===== src/rtl/dsp_mac_pkg.sv =====
// Shared command encodings and the decoded command struct for the MAC pipeline.
package dsp_mac_pkg;

    localparam int unsigned CMD_W       = 5;
    localparam int unsigned CMD_PRE_LSB = 0;
    localparam int unsigned CMD_ACC_LSB = 2;
    localparam int unsigned CMD_RND_BIT = 4;

    typedef enum logic [1:0] {
        PRE_A    = 2'b00,
        PRE_ZERO = 2'b01,
        PRE_DPA  = 2'b10,
        PRE_DMA  = 2'b11
    } pre_mode_e;

    typedef enum logic [1:0] {
        ACC_LOAD = 2'b00,
        ACC_ADD  = 2'b01,
        ACC_CADD = 2'b10,
        ACC_SUB  = 2'b11
    } acc_mode_e;

    typedef struct packed {
        logic      rnd;
        acc_mode_e acc;
        pre_mode_e pre;
    } mac_cmd_t;

    // Split the raw command word into its fields.
    function automatic mac_cmd_t decode_cmd(input logic [CMD_W-1:0] raw);
        mac_cmd_t cmd;
        cmd.pre = pre_mode_e'(raw[CMD_PRE_LSB +: 2]);
        cmd.acc = acc_mode_e'(raw[CMD_ACC_LSB +: 2]);
        cmd.rnd = raw[CMD_RND_BIT];
        return cmd;
    endfunction

endpackage


===== src/rtl/dsp_mac_accbank.sv =====
// Per-channel accumulator storage: one combinational read port, one write port,
// and a global clear that takes priority over the write.
module dsp_mac_accbank #(
    parameter int unsigned CHANNELS = 4,
    parameter int unsigned P_WIDTH  = 48,
    parameter int unsigned CH_W     = 2
) (
    input  logic               clk,
    input  logic               rst,
    input  logic               clr,
    input  logic               wr_en,
    input  logic [CH_W-1:0]    wr_ch,
    input  logic [P_WIDTH-1:0] wr_data,
    input  logic [CH_W-1:0]    rd_ch,
    output logic [P_WIDTH-1:0] rd_data_c
);

    logic [P_WIDTH-1:0] acc_q [CHANNELS];

    always_ff @(posedge clk or posedge rst) begin
        if (rst) begin
            for (int unsigned i = 0; i < CHANNELS; i++) begin
                acc_q[i] <= '0;
            end
        end else if (clr) begin
            for (int unsigned i = 0; i < CHANNELS; i++) begin
                acc_q[i] <= '0;
            end
        end else if (wr_en) begin
            acc_q[wr_ch] <= wr_data;
        end
    end

    assign rd_data_c = acc_q[rd_ch];

endmodule


===== src/rtl/dsp_mac_pipeline_v2.sv =====
// Four-stage pre-add / multiply / accumulate pipeline with per-channel accumulators.
// Optional e3 saturation is enabled by defining DSP_MAC_PIPELINE_SAT_EN.
module dsp_mac_pipeline_v2
    import dsp_mac_pkg::*;
#(
    parameter int unsigned A_WIDTH   = 25,
    parameter int unsigned B_WIDTH   = 18,
    parameter int unsigned P_WIDTH   = 48,
    parameter int unsigned CHANNELS  = 4,
    parameter int unsigned TAG_WIDTH = 1,
    parameter int unsigned RND_SHIFT = 17,
    localparam int unsigned CH_W     = (CHANNELS > 1) ? $clog2(CHANNELS) : 1
) (
    input  logic                 clk,
    input  logic                 rst,
    input  logic [A_WIDTH-1:0]   s_a,
    input  logic [A_WIDTH-1:0]   s_d,
    input  logic [B_WIDTH-1:0]   s_b,
    input  logic [CMD_W-1:0]     s_cmd,
    input  logic [CH_W-1:0]      s_ch,
    input  logic [TAG_WIDTH-1:0] s_tag,
    input  logic                 s_valid,
    output logic                 s_ready,
    input  logic [P_WIDTH-1:0]   s_c_data,
    input  logic                 s_c_valid,
    input  logic                 s_acc_clr,
    output logic [P_WIDTH-1:0]   m_p_data,
    output logic [CH_W-1:0]      m_p_ch,
    output logic [TAG_WIDTH-1:0] m_p_tag,
    output logic                 m_p_valid,
    input  logic                 m_p_ready,
    output logic                 m_p_sat
);

    localparam int unsigned PRE_W  = A_WIDTH + 1;
    localparam int unsigned PROD_W = A_WIDTH + B_WIDTH + 1;
    localparam int unsigned M_W    = P_WIDTH + 1;
    localparam logic signed [M_W-1:0] RND_CONST = M_W'(1) <<< (RND_SHIFT - 1);

    if (P_WIDTH < A_WIDTH + B_WIDTH + 2) begin : g_width_check
        $error("dsp_mac_pipeline_v2: P_WIDTH too narrow for A_WIDTH/B_WIDTH");
    end

    // Whole pipeline moves in lockstep; only the output handshake can stall it.
    logic adv_c;
    assign adv_c   = !m_p_valid || m_p_ready;
    assign s_ready = adv_c;

    // e0: input capture
    logic [A_WIDTH-1:0]   a0, d0;
    logic [B_WIDTH-1:0]   b0;
    mac_cmd_t             cmd0;
    logic [CH_W-1:0]      ch0;
    logic [TAG_WIDTH-1:0] tag0;
    logic                 v0;

    always_ff @(posedge clk or posedge rst) begin
        if (rst) begin
            v0   <= 1'b0;
            a0   <= '0;
            d0   <= '0;
            b0   <= '0;
            cmd0 <= '0;
            ch0  <= '0;
            tag0 <= '0;
        end else if (adv_c) begin
            v0   <= s_valid;
            a0   <= s_a;
            d0   <= s_d;
            b0   <= s_b;
            cmd0 <= decode_cmd(s_cmd);
            ch0  <= s_ch;
            tag0 <= s_tag;
        end
    end

    // e1: pre-adder, one bit wider than A so D+/-A never wraps
    logic signed [PRE_W-1:0] a_ext_c, d_ext_c, pre_c;

    always_comb begin
        a_ext_c = PRE_W'(signed'(a0));
        d_ext_c = PRE_W'(signed'(d0));
        pre_c   = '0;
        case (cmd0.pre)
            PRE_A:    pre_c = a_ext_c;
            PRE_ZERO: pre_c = '0;
            PRE_DPA:  pre_c = d_ext_c + a_ext_c;
            PRE_DMA:  pre_c = d_ext_c - a_ext_c;
            default:  pre_c = '0;
        endcase
    end

    logic signed [PRE_W-1:0]   pre1;
    logic signed [B_WIDTH-1:0] b1;
    acc_mode_e                 acc1;
    logic                      rnd1;
    logic [CH_W-1:0]           ch1;
    logic [TAG_WIDTH-1:0]      tag1;
    logic                      v1;

    always_ff @(posedge clk or posedge rst) begin
        if (rst) begin
            v1   <= 1'b0;
            pre1 <= '0;
            b1   <= '0;
            acc1 <= ACC_LOAD;
            rnd1 <= 1'b0;
            ch1  <= '0;
            tag1 <= '0;
        end else if (adv_c) begin
            v1   <= v0;
            pre1 <= pre_c;
            b1   <= signed'(b0);
            acc1 <= cmd0.acc;
            rnd1 <= cmd0.rnd;
            ch1  <= ch0;
            tag1 <= tag0;
        end
    end

    // e2: signed multiply, sign-extended to the sum width
    logic signed [PROD_W-1:0] prod_c;
    assign prod_c = PROD_W'(pre1) * PROD_W'(b1);

    logic signed [M_W-1:0] m2;
    acc_mode_e             acc2;
    logic                  rnd2;
    logic [CH_W-1:0]       ch2;
    logic [TAG_WIDTH-1:0]  tag2;
    logic                  v2;

    always_ff @(posedge clk or posedge rst) begin
        if (rst) begin
            v2   <= 1'b0;
            m2   <= '0;
            acc2 <= ACC_LOAD;
            rnd2 <= 1'b0;
            ch2  <= '0;
            tag2 <= '0;
        end else if (adv_c) begin
            v2   <= v1;
            m2   <= M_W'(prod_c);
            acc2 <= acc1;
            rnd2 <= rnd1;
            ch2  <= ch1;
            tag2 <= tag1;
        end
    end

    // C operand loads independently of the pipeline handshake.
    logic [P_WIDTH-1:0] c_q;

    always_ff @(posedge clk or posedge rst) begin
        if (rst) begin
            c_q <= '0;
        end else if (s_c_valid) begin
            c_q <= s_c_data;
        end
    end

    // e3: accumulate; the bank is written at the same edge as the output register,
    // so a following same-channel op reads the fresh value with no forwarding.
    logic [P_WIDTH-1:0]    acc_rd_c;
    logic signed [M_W-1:0] acc_ext_c, c_ext_c, sum_c;
    logic [P_WIDTH-1:0]    res_c;
    logic                  sat_c;
    logic                  acc_we_c;

    always_comb begin
        acc_ext_c = M_W'(signed'(acc_rd_c));
        c_ext_c   = M_W'(signed'(c_q));
        sum_c     = m2;
        case (acc2)
            ACC_LOAD: sum_c = m2;
            ACC_ADD:  sum_c = acc_ext_c + m2;
            ACC_CADD: sum_c = c_ext_c + m2;
            ACC_SUB:  sum_c = acc_ext_c - m2;
            default:  sum_c = m2;
        endcase
        if (rnd2) begin
            sum_c = sum_c + RND_CONST;
        end
    end

`ifdef DSP_MAC_PIPELINE_SAT_EN
    localparam logic [P_WIDTH-1:0] P_MAX = {1'b0, {(P_WIDTH-1){1'b1}}};
    localparam logic [P_WIDTH-1:0] P_MIN = {1'b1, {(P_WIDTH-1){1'b0}}};

    // Overflow shows up as disagreement between the guard bit and the P sign bit.
    always_comb begin
        res_c = sum_c[P_WIDTH-1:0];
        sat_c = 1'b0;
        if (sum_c[P_WIDTH] != sum_c[P_WIDTH-1]) begin
            sat_c = 1'b1;
            res_c = sum_c[P_WIDTH] ? P_MIN : P_MAX;
        end
    end
`else
    logic unused_sum_msb;
    assign unused_sum_msb = sum_c[P_WIDTH];
    assign res_c          = sum_c[P_WIDTH-1:0];
    assign sat_c          = 1'b0;
`endif

    assign acc_we_c = v2 && adv_c;

    dsp_mac_accbank #(
        .CHANNELS (CHANNELS),
        .P_WIDTH  (P_WIDTH),
        .CH_W     (CH_W)
    ) u_accbank (
        .clk       (clk),
        .rst       (rst),
        .clr       (s_acc_clr),
        .wr_en     (acc_we_c),
        .wr_ch     (ch2),
        .wr_data   (res_c),
        .rd_ch     (ch2),
        .rd_data_c (acc_rd_c)
    );

    // Output register; payload only changes when a new valid result lands.
    always_ff @(posedge clk or posedge rst) begin
        if (rst) begin
            m_p_valid <= 1'b0;
            m_p_data  <= '0;
            m_p_ch    <= '0;
            m_p_tag   <= '0;
            m_p_sat   <= 1'b0;
        end else if (adv_c) begin
            m_p_valid <= v2;
            if (v2) begin
                m_p_data <= res_c;
                m_p_ch   <= ch2;
                m_p_tag  <= tag2;
                m_p_sat  <= sat_c;
            end
        end
    end

endmodule


===== config.mk =====
export PLATFORM = sky130hd
export DESIGN_NAME = dsp_mac_pipeline_v2
export DESIGN_NICKNAME = d
export VERILOG_FILES = /design/src/rtl/dsp_mac_pkg.sv /design/src/rtl/dsp_mac_accbank.sv /design/src/rtl/dsp_mac_pipeline_v2.sv
export SDC_FILE = /design/constraint.sdc
export NUM_CORES = 2
export LEC_CHECK = 0
export CORE_ASPECT_RATIO = 0.9
export CORE_MARGIN = 8
export CORE_UTILIZATION = 40
export CTS_CLUSTER_DIAMETER = 100
export DETAILED_ROUTE_END_ITERATION = 16
export GPL_ROUTABILITY_DRIVEN = 1
export PLACE_DENSITY_LB_ADDON = 0.12
export SYNTH_ARGS = -nofsm -noshare
export SYNTH_HDL_FRONTEND = slang
export SYNTH_SLANG_ARGS = --single-unit

===== constraint.sdc =====
create_clock -name clk -period 15.8 [get_ports clk]
set_input_delay 3.16 -clock clk [delete_from_list [all_inputs] [get_ports clk]]
set_output_delay 3.16 -clock clk [all_outputs]
set_load 0.005 [all_outputs]

# After elaboration in Yosys (flattened, before gate mapping)
# Cells that the tools add are included.
word_totals:
  regBits: 471
op_classes:
  addsub: 6
  n_mul: 1
  n_lt_le_gt_ge: 2
  n_eq_ne: 6
  muxes: 11
  bitwise: 1
  reduce_logical: 8
ops:
  columns: ["operator", "n"]
  rows:
  - ["192-bit two-way mux", 2]
  - ["192-bit bitwise mux", 1]
  - ["48-bit two-way mux", 4]
  - ["48-bit case mux with 4 select lines", 1]
  - ["26-bit case mux with 4 select lines", 1]
  - ["48-bit by 44-bit adder with 48-bit output", 2]
  - ["48-bit binary-select mux with 2-bit select", 1]
  - ["48-bit demux with 2-bit select", 1]
  - ["48-bit by 18-bit adder with 48-bit output (second input constant)", 1]
  - ["48-bit by 44-bit subtractor with 48-bit output", 1]
  - ["26-bit by 18-bit multiplier with 44-bit output", 1]
  - ["25-bit by 25-bit adder with 26-bit output", 1]
  - ["25-bit by 25-bit subtractor with 26-bit output", 1]
  - ["2-bit == test (second input constant)", 4]
  - ["2-bit by 1-bit == test with 1-bit output (second input constant)", 2]
  - ["2-bit zero test", 2]
  - ["3-bit >= comparator (second input constant)", 1]
  - ["3-bit by 1-bit less-than comparator with 1-bit output (second input constant)", 1]
  - ["2-bit inverter with 3-bit output", 1]
  - ["1-bit logical AND", 2]
  - ["2-bit AND reduction", 1]
  - ["2-bit nonzero test", 1]
  - ["1-bit zero test", 1]
  - ["1-bit logical OR", 1]

# Depth between registers and ports, before layout
depth:
  depth_word: 11
  ltp_mapped: 29
  depth_no_buf: 27

# Modules after synthesis
# Synthesis repeated with hierarchy kept, for this count alone.
hier_totals:
  cells_unflattened: 5259
  hier_area_um2: 47430.5
modules_own_cells:
  columns: ["mod", "n_inst", "cells_each", "area_each_um2", "seq_area_each_um2"]
  rows:
  - ["dsp_mac_pipeline_v2", 1, 4522, 37801.3, 6981.7]
  - ["dsp_mac_accbank", 1, 737, 9629.2, 4804.6]

# Least setup slack after synthesis
# OpenSTA, ideal clock, no wires.
synth_path:
  kind: "input port to output port"
  start: "in m_p_ready"
  end: "out s_ready"
  t_arrival_ns: 4.297
  required_time_ns: 12.640
  slack_ns: 8.343
  path_stages: 6
  n_path_buf: 4
  cell_sequence: "nor2b_1 -> clkbuf_1 -> inv_1 -> clkbuf_1 -> clkbuf_1 -> buf_1"
synth_between:
  elab_chain_cells: 1
synth_lines:
  columns: ["item", "line", "text"]
  rows:
  - ["start, declared", "dsp_mac_pipeline_v2.sv:31", "input logic m_p_ready,"]
  - ["1-bit logical OR", "dsp_mac_pipeline_v2.sv:46", "assign adv_c = !m_p_valid || m_p_ready;"]
  - ["end, declared", "dsp_mac_pipeline_v2.sv:23", "output logic s_ready,"]
# No other way between the ends.

# Worst setup path in the final report
# Ends and elaborated chain as after synthesis.

==> summary.md <==
| Metric | Value |
|---|---|
| Asr flop ratio synth | `100%` |
| CP arrival | `5240 ps` |
| Clk sink count | `471` |
| Synth unique cells | `92` |
| Clock buffer depth | `3` |
| Placed Cells | `6370` |
| PostCTS Resize Cnt | `0` |
| Vias in the first global route | `34982` |
| Final hold violations | `0` |
| Number of H-tree levels | `2` |
| Die Area | `122000 um^2` |
| Core ar. | `111000 um^2` |
| Final std cells w/o fill | `6472` |
| Cell family contributing the most delay on the critical path | `buffers and inverters` |
| CP bufs+invs | `4` |
| Final count of pins violating max slew | `0` |
| Worst min path class | `reg -> reg` |
| Status | `finished clean` |
| Synthesized area | `44600 um^2` |
| Commonest cells after routing, fill and taps aside | `nand2_1, inv_1, dfrtp_1` |
| WL final | `135000 um` |
| Final WS setup | `7400 ps` |
| Total track usage | `21.7%` |
| Synth warn | `0` |
| Worst slew pin tran | `1190 ps` |
| Vias per cell | `5.35` |
| Initial DRC count | `2433` |
| Clock root cell | `clkbuf_16` |
| DRC Markers | `0` |
| Later-pin clock latency in the skew report | `670 ps` |
| Initial antenna violation count | `6` |
| Synthesized area per cell | `9.00 um^2` |
| Worst setup EP type | `output pin` |
| Part of the cycle the worst path needs | `53.1%` |
| Worst path cell trace | `clkdlybuf4s50_1, nor2b_4, buf_12, inv_6, clkdlybuf4s50_1` |
| Top_reg_cell synth | `dfrtp_1` |
| Number of cell rows | `116` |
| FF+latch count, synth | `471` |
| Critical-path top delay cell | `clkdlybuf4s50_1` |
| Antenna Nets Post-Route | `0` |
| Place WS | `7400 ps` |
| Syn_nets | `5776` |
| Area Growth Syn to Fin | `11.2%` |
| Setup TNS | `0 ps` |
| Syn Inst Count | `4955` |
| Cts bufs inserted | `58` |
| Die outline width | `368 um` |
| DR vias | `34644` |
| Hold Buf Count CTS | `0` |
| Layout Nets | `5776` |
| Critical Path Max Stage Delay | `570 ps` |
| I/O Buffers | `182` |
| Largest net degree at the start of global routing | `164` |
| Fmax | `0.119 GHz` |
| Post-synth EDFFs | `0` |
| First-pass GRT wire length | `212000 um` |
| Die H | `333 um` |
| Drt pass-1 iters | `5` |
| Final Skew | `33.8 ps` |
| CP max FO | `163` |
| TritonCTS clock tree | `built` |
| RSZ-0062 raised after global routing | `no` |
| Initial Util | `40.2%` |
| # Post-CTS Setup Buffers | `0` |
| CTS clk-pin slew, worst paths | `50 ps` |
| Commonest non-fill, non-tap cell in the layout | `nand2_1` |
| WP data required | `12640 ps` |
| MaxCap Viol Count | `0` |
| Setup violations, final | `0` |
| Cell mode on critical path | `clkdlybuf4s50_1` |
| Critical path class | `in -> out` |
| Total gr overflow | `0` |
| Post-DR wirelength/cell | `20.9 um` |
| GP Congestion | `0.899` |
| Hpwl dp | `103000 um` |
| Register area share after synthesis | `26.4%` |
| Startpoint types | `primary input` |
| Ratio of cells with drive above 1 in the final layout | `5.98%` |
| Slew margin rel. | `20.9%` |
| I/O pin cnt | `184` |
| Fin crit period | `8400 ps` |
[cells in the mapped netlist (all sizes together) (92+ instances only)]
cell / instances / area share, %
a21oi: 222 / 2.5
and2: 187 / 2.6
clkbuf: 249 / 2.1
dfrtp: 471 / 26
fa: 460 / 21
ha: 231 / 6.5
inv: 547 / 4.6
nand2: 942 / 7.9
nor2: 226 / 1.9
o21ai: 287 / 3.2
xnor2: 131 / 2.6
xor2: 92 / 1.8
[tightest hold or removal path, stage by stage (launching register included)]
cell	delay (ps)
dfrtp_1	340
nand2_1	50
nand2_1	40
[logic make-up (layout without fill, tap and decap cells)]
family                     Yosys count  after routing  synth area share (%)
xor gates and xnor gates           223            223                  4.38
muxes                              130            130                  4.43
and+or+nand+nor                   1673           1673                  17.0
AOI/OAI and AO/OA                  938            938                  13.6
DFF                                471            471                  26.4
other                                1              2               0.00841
adders and majority gates          691            691                  27.1
buffers and inverters              828            869                  7.01
[final timing paths]
| check | start | endpoint | slack [ps] | cells past startpoint |
|---|---|---|---|---|
| worst max register to register | b1[10] | m2[42] | 8120 | 25 |
| worst min register to register | b0[3] | b0[3] | 460 | 2 |
| min in group asynchronous | rst | m_p_valid | 3100 | 3 |
| worst min-delay path | b0[3] | b0[3] | 460 | 2 |
| max in group asynchronous | rst | c_q[22] | 10310 | 5 |
| worst max-delay path | m_p_ready | s_ready | 7400 | 5 |
[routing by layer]
| layer | track usage (%) | vias up | routed length [um] |
|---|---|---|---|
| li1 | - | 16325 | - |
| met1 | 31.0 | 17173 | 62800 |
| met2 | 34.2 | 947 | 60800 |
| met3 | 3.09 | 197 | 7460 |
| met4 | 6.45 | 2 | 4240 |
| met5 | 0 | - | 9 |
[cell type report]
type / count / area, um^2
diodes: 1 / 2.50
clock buffers: 77 / 1630
clock inverters: 24 / 334
fillers: 10973 / 61300
inverters: 547 / 2060
multi-input cells: 3656 / 29800
flip-flops and latches: 471 / 11800
well taps: 1475 / 1850
repair buffers: 221 / 2130
[metrics by stage]
| stage | util [%] | hold WS, ps | area [um^2] |
|---|---|---|---|
| after floorplan | - | 439 | 44600 |
| after global placement | 42.9 | 449 | 47600 |
| after detailed placement | 42.9 | 455 | 47600 |
| after CTS | 44.7 | 468 | 49600 |
| after global routing | 44.7 | 476 | 49600 |
| final | 44.7 | 463 | 49600 |
[registers in the layout, summed over array words and instances, names as in the netlist, 2 cells and up]
register / flops
u_accbank.acc_q: 192
c_q: 48
m_p_data: 48
m2: 44
pre1: 26
a0: 25
d0: 25
b0: 18
b1: 18
cmd0: 5
acc1: 2
acc2: 2
ch0: 2
ch1: 2
ch2: 2
m_p_ch: 2
Power is left out: the tool's default activity adds up to more than one toggle a clock period on the data nets, which glitch-free logic cannot reach.
